File: src/rtl/uart_boot_loader_if.sv
// uart_boot_loader_if
//   Groups the two streams the boot loader sits between.
//   byte_valid/byte_in : byte stream from the UART receiver.
//   imem_we/imem_addr/imem_wdata : word write port into instruction memory.
//
// Handshake semantics: both streams are strobe-only, with no ready signal.
// A byte transfers on every clock edge where byte_valid=1. A word writes on
// every clock edge where imem_we=1. The consumer must accept every strobe.
// imem_addr and imem_wdata are meaningful only while imem_we=1.
//
// Modports:
//   master : the byte source and imem sink (the testbench or the SoC glue).
//   slave  : the boot loader.
interface uart_boot_loader_if #(
    parameter int ADDR_WIDTH = 10
);
    logic                  byte_valid;
    logic [7:0]            byte_in;
    logic                  imem_we;
    logic [ADDR_WIDTH-1:0] imem_addr;
    logic [31:0]           imem_wdata;

    modport master (
        output byte_valid,
        output byte_in,
        input  imem_we,
        input  imem_addr,
        input  imem_wdata
    );

    modport slave (
        input  byte_valid,
        input  byte_in,
        output imem_we,
        output imem_addr,
        output imem_wdata
    );
endinterface

File: src/rtl/uart_boot_loader.sv
// uart_boot_loader
//   Parses a framed program image arriving as UART byte strobes and writes it
//   into instruction memory. The CPU is held in reset until a frame completes
//   with a matching XOR checksum.
//   Frame layout: LEN_LO LEN_HI {4*N data bytes, little-endian words} CSUM.
//
// Ports:
//   clk, rst     : clock and asynchronous active-high reset.
//   bus (slave)  : byte stream in, imem word write port out.
//   cpu_reset    : 1 holds the CPU in reset.
//   load_busy    : 1 while a frame is being received (LEN_HI, DATA, CSUM).
//   load_done    : one-cycle pulse when a load succeeds.
//   load_error   : level; the last load failed (bad length, checksum or timeout).
//   dbg_state_o  : current FSM state encoding, for observation only.
module uart_boot_loader #(
    parameter int ADDR_WIDTH   = 10,
    parameter int MAX_WORDS    = 1024,
    parameter int BASE_ADDR    = 0,
    parameter int TIMEOUT_CLKS = 10_000_000
) (
    input  logic                 clk,
    input  logic                 rst,
    uart_boot_loader_if.slave    bus,
    output logic                 cpu_reset,
    output logic                 load_busy,
    output logic                 load_done,
    output logic                 load_error,
    output logic [2:0]           dbg_state_o
);

    typedef enum logic [2:0] {
        S_IDLE   = 3'd0,
        S_LEN_HI = 3'd1,
        S_DATA   = 3'd2,
        S_CSUM   = 3'd3,
        S_RUN    = 3'd4,
        S_ERR    = 3'd5
    } state_t;

    localparam int              TW       = $clog2(TIMEOUT_CLKS + 1);
    localparam logic [TW-1:0]   TMO_LAST = TW'(TIMEOUT_CLKS - 1);
    localparam logic [15:0]     MAX_N    = 16'(MAX_WORDS);

    state_t                  state_q;
    logic [15:0]             len_q;
    logic [7:0]              csum_q;
    logic [23:0]             word_q;       // lanes 0..2; lane 3 comes straight from byte_in
    logic [1:0]              byte_idx_q;
    logic [15:0]             word_idx_q;
    logic [TW-1:0]           tmo_q;
    logic                    imem_we_q;
    logic [ADDR_WIDTH-1:0]   imem_addr_q;
    logic [31:0]             imem_wdata_q;
    logic                    cpu_reset_q;
    logic                    load_busy_q;
    logic                    load_done_q;
    logic                    load_error_q;

    // Next values derived from the byte currently on the bus.
    logic [15:0]             len_d;
    logic [7:0]              csum_d;
    logic                    in_frame;
    logic                    timeout_hit;
    logic                    last_word;

    always_comb begin
        len_d       = {bus.byte_in, len_q[7:0]};
        csum_d      = csum_q ^ bus.byte_in;
        in_frame    = (state_q == S_LEN_HI) || (state_q == S_DATA) || (state_q == S_CSUM);
        // A byte arriving in the final cycle beats the timeout.
        timeout_hit = in_frame && !bus.byte_valid && (tmo_q == TMO_LAST);
        last_word   = (word_idx_q == (len_q - 16'd1));
    end

    always_ff @(posedge clk or posedge rst) begin
        if (rst) begin
            state_q      <= S_IDLE;
            len_q        <= '0;
            csum_q       <= '0;
            word_q       <= '0;
            byte_idx_q   <= '0;
            word_idx_q   <= '0;
            tmo_q        <= '0;
            imem_we_q    <= 1'b0;
            imem_addr_q  <= '0;
            imem_wdata_q <= '0;
            cpu_reset_q  <= 1'b1;
            load_busy_q  <= 1'b0;
            load_done_q  <= 1'b0;
            load_error_q <= 1'b0;
        end else begin
            imem_we_q   <= 1'b0;
            load_done_q <= 1'b0;

            // Inter-byte idle counter: runs only inside a frame, any byte clears it.
            if (!in_frame || bus.byte_valid || timeout_hit) begin
                tmo_q <= '0;
            end else begin
                tmo_q <= tmo_q + 1'b1;
            end

            if (timeout_hit) begin
                state_q      <= S_ERR;
                load_error_q <= 1'b1;
                cpu_reset_q  <= 1'b1;
                load_busy_q  <= 1'b0;
            end else begin
                unique case (state_q)
                    // Any byte outside a frame starts a new load, even while
                    // the CPU is running; the CPU goes back into reset.
                    S_IDLE, S_RUN, S_ERR: begin
                        if (bus.byte_valid) begin
                            len_q        <= {8'h00, bus.byte_in};
                            csum_q       <= bus.byte_in;
                            cpu_reset_q  <= 1'b1;
                            load_error_q <= 1'b0;
                            load_busy_q  <= 1'b1;
                            state_q      <= S_LEN_HI;
                        end
                    end

                    S_LEN_HI: begin
                        if (bus.byte_valid) begin
                            len_q  <= len_d;
                            csum_q <= csum_d;
                            if ((len_d == 16'd0) || (len_d > MAX_N)) begin
                                state_q      <= S_ERR;
                                load_error_q <= 1'b1;
                                cpu_reset_q  <= 1'b1;
                                load_busy_q  <= 1'b0;
                            end else begin
                                word_idx_q <= '0;
                                byte_idx_q <= '0;
                                state_q    <= S_DATA;
                            end
                        end
                    end

                    S_DATA: begin
                        if (bus.byte_valid) begin
                            csum_q     <= csum_d;
                            byte_idx_q <= byte_idx_q + 2'd1;
                            unique case (byte_idx_q)
                                2'd0: word_q[7:0]   <= bus.byte_in;
                                2'd1: word_q[15:8]  <= bus.byte_in;
                                2'd2: word_q[23:16] <= bus.byte_in;
                                2'd3: begin
                                    imem_we_q    <= 1'b1;
                                    imem_addr_q  <= ADDR_WIDTH'(BASE_ADDR) + ADDR_WIDTH'(word_idx_q);
                                    imem_wdata_q <= {bus.byte_in, word_q};
                                    word_idx_q   <= word_idx_q + 16'd1;
                                    if (last_word) begin
                                        state_q <= S_CSUM;
                                    end
                                end
                                default: ;
                            endcase
                        end
                    end

                    S_CSUM: begin
                        if (bus.byte_valid) begin
                            load_busy_q <= 1'b0;
                            if (bus.byte_in == csum_q) begin
                                state_q     <= S_RUN;
                                load_done_q <= 1'b1;
                                cpu_reset_q <= 1'b0;
                            end else begin
                                state_q      <= S_ERR;
                                load_error_q <= 1'b1;
                                cpu_reset_q  <= 1'b1;
                            end
                        end
                    end

                    default: begin
                        state_q     <= S_IDLE;
                        load_busy_q <= 1'b0;
                        cpu_reset_q <= 1'b1;
                    end
                endcase
            end
        end
    end

    assign bus.imem_we    = imem_we_q;
    assign bus.imem_addr  = imem_addr_q;
    assign bus.imem_wdata = imem_wdata_q;
    assign cpu_reset      = cpu_reset_q;
    assign load_busy      = load_busy_q;
    assign load_done      = load_done_q;
    assign load_error     = load_error_q;
    assign dbg_state_o    = state_q;

endmodule

File: src/flat_wrapper.sv
// flat-port wrapper written by rule: the top's interface ports become plain ports
module uart_boot_loader_flat 
#(
    parameter int ADDR_WIDTH   = 10,
    parameter int MAX_WORDS    = 1024,
    parameter int BASE_ADDR    = 0,
    parameter int TIMEOUT_CLKS = 10_000_000
)
  (clk, rst, cpu_reset, load_busy, load_done, load_error, dbg_state_o, bus_byte_valid, bus_byte_in, bus_imem_we, bus_imem_addr, bus_imem_wdata);
  uart_boot_loader_if #(.ADDR_WIDTH(ADDR_WIDTH)) bus_i ();
  input  logic clk;
  input  logic rst;
  output logic cpu_reset;
  output logic load_busy;
  output logic load_done;
  output logic load_error;
  output logic [2:0] dbg_state_o;
  input wire logic [$bits(bus_i.byte_valid)-1:0] bus_byte_valid;
  input wire logic [$bits(bus_i.byte_in)-1:0] bus_byte_in;
  output wire logic [$bits(bus_i.imem_we)-1:0] bus_imem_we;
  output wire logic [$bits(bus_i.imem_addr)-1:0] bus_imem_addr;
  output wire logic [$bits(bus_i.imem_wdata)-1:0] bus_imem_wdata;
  assign bus_i.byte_valid = bus_byte_valid;
  assign bus_i.byte_in = bus_byte_in;
  assign bus_imem_we = bus_i.imem_we;
  assign bus_imem_addr = bus_i.imem_addr;
  assign bus_imem_wdata = bus_i.imem_wdata;
  uart_boot_loader #(.ADDR_WIDTH(ADDR_WIDTH), .MAX_WORDS(MAX_WORDS), .BASE_ADDR(BASE_ADDR), .TIMEOUT_CLKS(TIMEOUT_CLKS)) u_core (.clk(clk), .rst(rst), .bus(bus_i), .cpu_reset(cpu_reset), .load_busy(load_busy), .load_done(load_done), .load_error(load_error), .dbg_state_o(dbg_state_o));
endmodule
File: config.mk
export PLATFORM = sky130hd
export DESIGN_NAME = uart_boot_loader_flat
export DESIGN_NICKNAME = d
export VERILOG_FILES = /design/src/rtl/uart_boot_loader_if.sv /design/src/rtl/uart_boot_loader.sv /design/src/flat_wrapper.sv
export SDC_FILE = /design/constraint.sdc
export NUM_CORES = 1
export LEC_CHECK = 0
export CELL_PAD_IN_SITES_DETAIL_PLACEMENT = 0
export CELL_PAD_IN_SITES_GLOBAL_PLACEMENT = 2
export CORE_AREA = 10 10 103 197
export CTS_BUF_LIST = sky130_fd_sc_hd__clkbuf_2
export DETAILED_ROUTE_END_ITERATION = 6
export DIE_AREA = 0 0 113 207
export GPL_ROUTABILITY_DRIVEN = 0
export HOLD_SLACK_MARGIN = 0.02
export PLACE_DENSITY_LB_ADDON = 0.12
export RECOVER_POWER = 100
export SKIP_CTS_REPAIR_TIMING = 1
export SLEW_MARGIN = 25
export SYNTH_ARGS = -nofsm -noshare
export SYNTH_HDL_FRONTEND = slang
export SYNTH_SLANG_ARGS = --single-unit
File: constraint.sdc
create_clock -name clk -period 5.9 [get_ports clk]
set_input_delay 1.77 -clock clk [delete_from_list [all_inputs] [get_ports clk]]
set_output_delay 1.77 -clock clk [all_outputs]
set_load 0.05 [all_outputs]
# == Word level (Yosys, flattened, before mapping) ==
# Index checks and enable logic that the tools add are counted.
# totals
reg_bits,140
in_bits,11
output_inout_bits,50
elab_cells,131
# classes
n_addsub,4
magnitude_cmp,1
eq_ne,26
mux,50
n_bitwise,3
n_reduce_logical,30
# ops
cell,count
2-to-1 mux 16 bit,6
case mux 16 bit (2 select lines),2
AND reduction 4 bit,7
adder 24 x 1 -> 24 bit (second input constant),1
equality test 24 bit (second input constant),1
2-to-1 mux 24 bit,1
2-to-1 mux 3 bit,8
2-to-1 mux 1 bit,22
!= test 3 x 2 -> 1 bit (second input constant),7
AND reduction 6 bit,3
adder 16 x 1 -> 16 bit (second input constant),1
equality test 16 bit,1
> comparator 16 x 11 -> 1 bit (second input constant),1
logical NOT 16 bit,1
2-to-1 mux 8 bit,2
case mux 8 bit (2 select lines),1
subtractor 16 x 1 -> 16 bit (second input constant),1
case mux 3 bit (4 select lines),1
!= test 2 bit (second input constant),5
AND reduction 5 bit,2
equality test 8 bit,1
case mux 1 bit (4 select lines),2
bitwise XOR 8 bit,1
equality test 3 x 2 -> 1 bit (second input constant),2
20 further kinds,34

# == Longest topological paths before layout ==
# depth
word_depth,7
mapped_depth,9
ltp_nobuf,9

# == Worst setup path before layout ==
# Ideal clock, no wire load.
# synth_timing
path_type,input port to flip-flop
start,in bus_byte_in[0]
end,reg u_core.word_idx_q[11]
arrival_ns,3.609
required_ns,5.822
path_slack_ns,2.213
cell_stages,7
n_path_buf,1
cell_sequence,clkbuf_1 -> nor4_1 -> a31oi_1 -> nor4_2 -> o2111ai_1 -> or3_1 -> a21oi_1
# synth_between
elab_chain_len,4
elab_cells_between_ends,5
# synth_lines
element,line,text
from (decl),flat_wrapper.sv:19,input wire logic [$bits(bus_i.byte_in)-1:0] bus_byte_in;
> comparator 16 x 11 -> 1 bit / logical NOT 16 bit (equally long branches),uart_boot_loader.sv:126,if ((len_d == 16'd0) || (len_d > MAX_N)) begin
logical OR 1 bit (*),uart_boot_loader.sv:126,
!= test 2 bit (no source line) (*),--,
AND reduction 6 bit (no source line) (*),--,
to (signal assigned),uart_boot_loader.sv:151,word_idx_q <= word_idx_q + 16'd1;
to (decl),uart_boot_loader.sv:49,logic [15:0] word_idx_q;
# Mark *: on every way between the ends. The rest lies on a longest branch, timed or not.
# A chain may end at the register's enable or synchronous reset.

# == Worst setup path in the final report ==
# layout_timing
start,in bus_byte_in[0]
end,reg u_core.word_idx_q[6]
# Same word-level chain as after synthesis.

==> qor.yml <==
cts-buffers-inserted: 17
h-tree-depth: 4
multi_input_area_um2: 2900
synth_area_leaders: "dfrtp_1 53%, mux2_2 11%, xnor2_1 4.4%, xor2_1 3.7%, nand2_1 3.5%"
path_clk_slew_ps: 230
grt_pass1_wl_um: 26300
crit_path_top_delay_cell: "nor4_1"
rsz0062_at_grt: "no"
clockRootBuffer: "clkbuf_2"
crit_top_cell: "nor4_1"
status: "finished, final reports clean"
drtAntennaViolNets: 0
grt_max_degree: 95
ys_seq_area_share_pct: 53.2
grt_usage_pct: 13.9
synth_top_cells_by_count: "139 x dfrtp_1, 65 x mux2_2, 62 x nand2_1, 47 x nor2_1, 33 x xnor2_1"
fillers: 1657
cts_tree: "built"
synth_mux_area_share_pct: 11.3
power_density_nw_per_um2: 255
grt_pass1_vias: 4691
numClockSinks: 140
finalHoldViolations: 0
syn-cell-area_um2: 6590
crit_path_max_incr_delay_ps: 670
synth-seq-cells: 140
synth_cells: 603
die_area_um2: 23400
synth_cell_types: 54
synth_area_per_cell_um2: 10.9
start_kind: "input port"
synthXorXnorAreaFrac_pct: 8.10
crit_arrival_ps: 5020
synth_top_area_share_pct: 52.8
fin_nets: 682
max_freq_mhz: 225
routed_wl_um: 15800
placed_area_um2: 7410
holdWs_ps: 504
top_usage_layer: "met2"
fin_skew_ps: 32.2
io_buffer_count: 60
finalSetupTns_ps: 0
clock_latency_ps: 710
pin_count: 61
rows: 68
final_cell_area_um2: 7670
drive_gt1_share_pct: 17.0
cap_viol_max_count: 0
use_met1_pct: 17.8
synth_top_family_by_area: "simple AND/OR/NAND/NOR gates"
async_flop_share_pct: 100
synth_fp_nets: 622
endpoint_kind: "flop"
grt_util_met3_pct: 3.44
setup_viol: 0
final.period_utilization_pct: 75.3
drc: 0
wl_per_cell_um: 17.8
vdd_ir_drop_max_mv: 0.154
synthSimpleGateAreaFrac_pct: 15.8
synthFlopType: "dfrtp_1"
via_per_inst: 5.13
core_area_um2: 17100
die_w_um: 113
antenna_found_initial: 1
detail_route.iter0.violations: 191
grtUsageMet2_pct: 21.8
yosysMostFrequentCell: "dfrtp_1"
min_path_type: "reg -> reg"
synth_edf_count: 0
power.leakage_nw: 3.54
tightest_slew_ps: 1350
synth_compound_area_share_pct: 7.44
layout_min_cycle_time_ps: 4440
synthAdderAreaFrac_pct: 1.52
overflow: 0
cts_buffer_depth: 2
critical_path_buf_inv_count: 2
path_class: "in -> reg"
crit_chain: "dlygate4sd3_1 -> clkbuf_1 -> nor4_1 -> a31oi_1 -> nor4_1 -> o21ai_0 -> nor4_1 -> xnor2_1 -> nor2_1"
path_delay_family: "simple AND/OR/NAND/NOR gates"
drv_slew: 0
synth_warnings: 0
layout.area.seq_um2: 3500
synth_area_leader_cell: "dfrtp_1"
initial_core_util_pct: 38.5
die_h_um: 207
syn2layout_area_growth_pct: 16.4
hpwlAfterDp_um: 11100
routed-via-count: 4547
critical_path_required_ps: 6480
path_max_fanout: 9
maxSlewHeadroom_pct: 10.3
first_pass_iters: 4
cell families (layout without fill, tap and decap cells):
kind of cell | after synthesis | count (layout)
AOI/OAI and AO/OA | 74 | 74
DFF | 140 | 140
adders and majority gates | 8 | 8
and+or+nand+nor | 207 | 207
muxes | 66 | 66
buffers and inverters | 47 | 120
other | 0 | 1
xor gates and xnor gates | 61 | 61
placed cells by master (no fill, tap or decap), types with 4 or more instances in the layout:
master	synthesis	layout
a21oi_1	13	13
a22o_1	8	8
and3_1	7	7
buf_4	0	5
clkbuf_2	0	17
clkdlybuf4s50_1	0	6
clkinv_4	0	5
dfrtp_1	139	139
dlygate4sd3_1	0	54
ha_1	8	8
inv_1	20	19
inv_6	0	5
mux2_2	65	65
nand2_1	62	62
nand2b_1	4	4
nand3_1	17	17
nand4_1	9	9
nor2_1	47	47
nor3_1	10	10
nor4_1	11	12
o21ai_0	27	28
or2_2	5	4
or3_1	9	9
or4_1	6	6
xnor2_1	33	33
xor2_1	28	28
sequential cells by signal, indices dropped and copies added (netlist names):
name / count
u_core.bus.imem_wdata: 32
u_core.tmo_q: 24
u_core.word_q: 24
u_core.len_q: 16
u_core.word_idx_q: 16
u_core.bus.imem_addr: 10
u_core.csum_q: 8
u_core.dbg_state_o: 3
u_core.byte_idx_q: 2
u_core.bus.imem_we: 1
u_core.cpu_reset: 1
u_core.load_busy: 1
u_core.load_done: 1
u_core.load_error: 1
path summary, 6_finish.rpt:
check / startpoint / to / slack (ps) / cells after the start
hold / removal: u_core.bus.imem_addr[9]$_DFFE_PP0P_ / u_core.bus.imem_addr[9]$_DFFE_PP0P_ / 500 / 2
max in group asynchronous: rst / u_core.len_q[2]$_DFFE_PP0P_ / 2430 / 3
hold reg to reg: u_core.bus.imem_addr[9]$_DFFE_PP0P_ / u_core.bus.imem_addr[9]$_DFFE_PP0P_ / 500 / 2
setup reg to reg: u_core.len_q[4]$_DFFE_PP0P_ / u_core.word_idx_q[6]$_DFFE_PP0P_ / 2590 / 7
min in group asynchronous: rst / u_core.tmo_q[17]$_DFF_PP0_ / 1710 / 2
setup / recovery: bus_byte_in[0] / u_core.word_idx_q[6]$_DFFE_PP0P_ / 1460 / 9
tightest hold or removal path, delay by kind of cell (launching register included):
kind / cells / cell delay, ps
flip-flops: 1 / 390
AND/OR/NAND/NOR: 1 / 40
AO/OA/AOI/OAI: 1 / 60
metal layers:
metal  vias to the layer above  share of wire (%)
li1                       2221                  -
met1                      2233                 44
met2                        76                 50
met3                        17                3.7
met4                         0                2.3
met5                         -                  0
power by group:
part / total [mW] / internal (mW) / switching [mW]
Combinational: 0.263 / 0.112 / 0.151
Clock: 0.621 / 0.244 / 0.377
Sequential: 1.07 / 1.01 / 0.0626
Total: 1.96 / 1.37 / 0.591
layout make-up:
cell class | instances | share of cell area [%]
Timing Repair Buffer | 68 | 8.47
Clock buffer | 17 | 1.11
Multi-Input combinational cell | 416 | 37.8
Sequential cell | 140 | 45.7
Antenna cell | 1 | 0.0326
Inverter | 20 | 1.04
Tap cell | 210 | 3.43
Clock inverter | 15 | 2.45
per-stage QoR:
stage                     util (%)  setup slack, ps  total power, mW  cells
after floorplan                  -              379             1.28    603
after global placement        43.3             1410             1.36    854
after detailed placement      43.3             1330             1.36    854
after CTS                     44.9             1840             2.00    886
after global routing          44.9             1210             2.07    887
final                         44.9             1460             1.96    887
No activity file was read; power rests on OpenSTA's default activity.
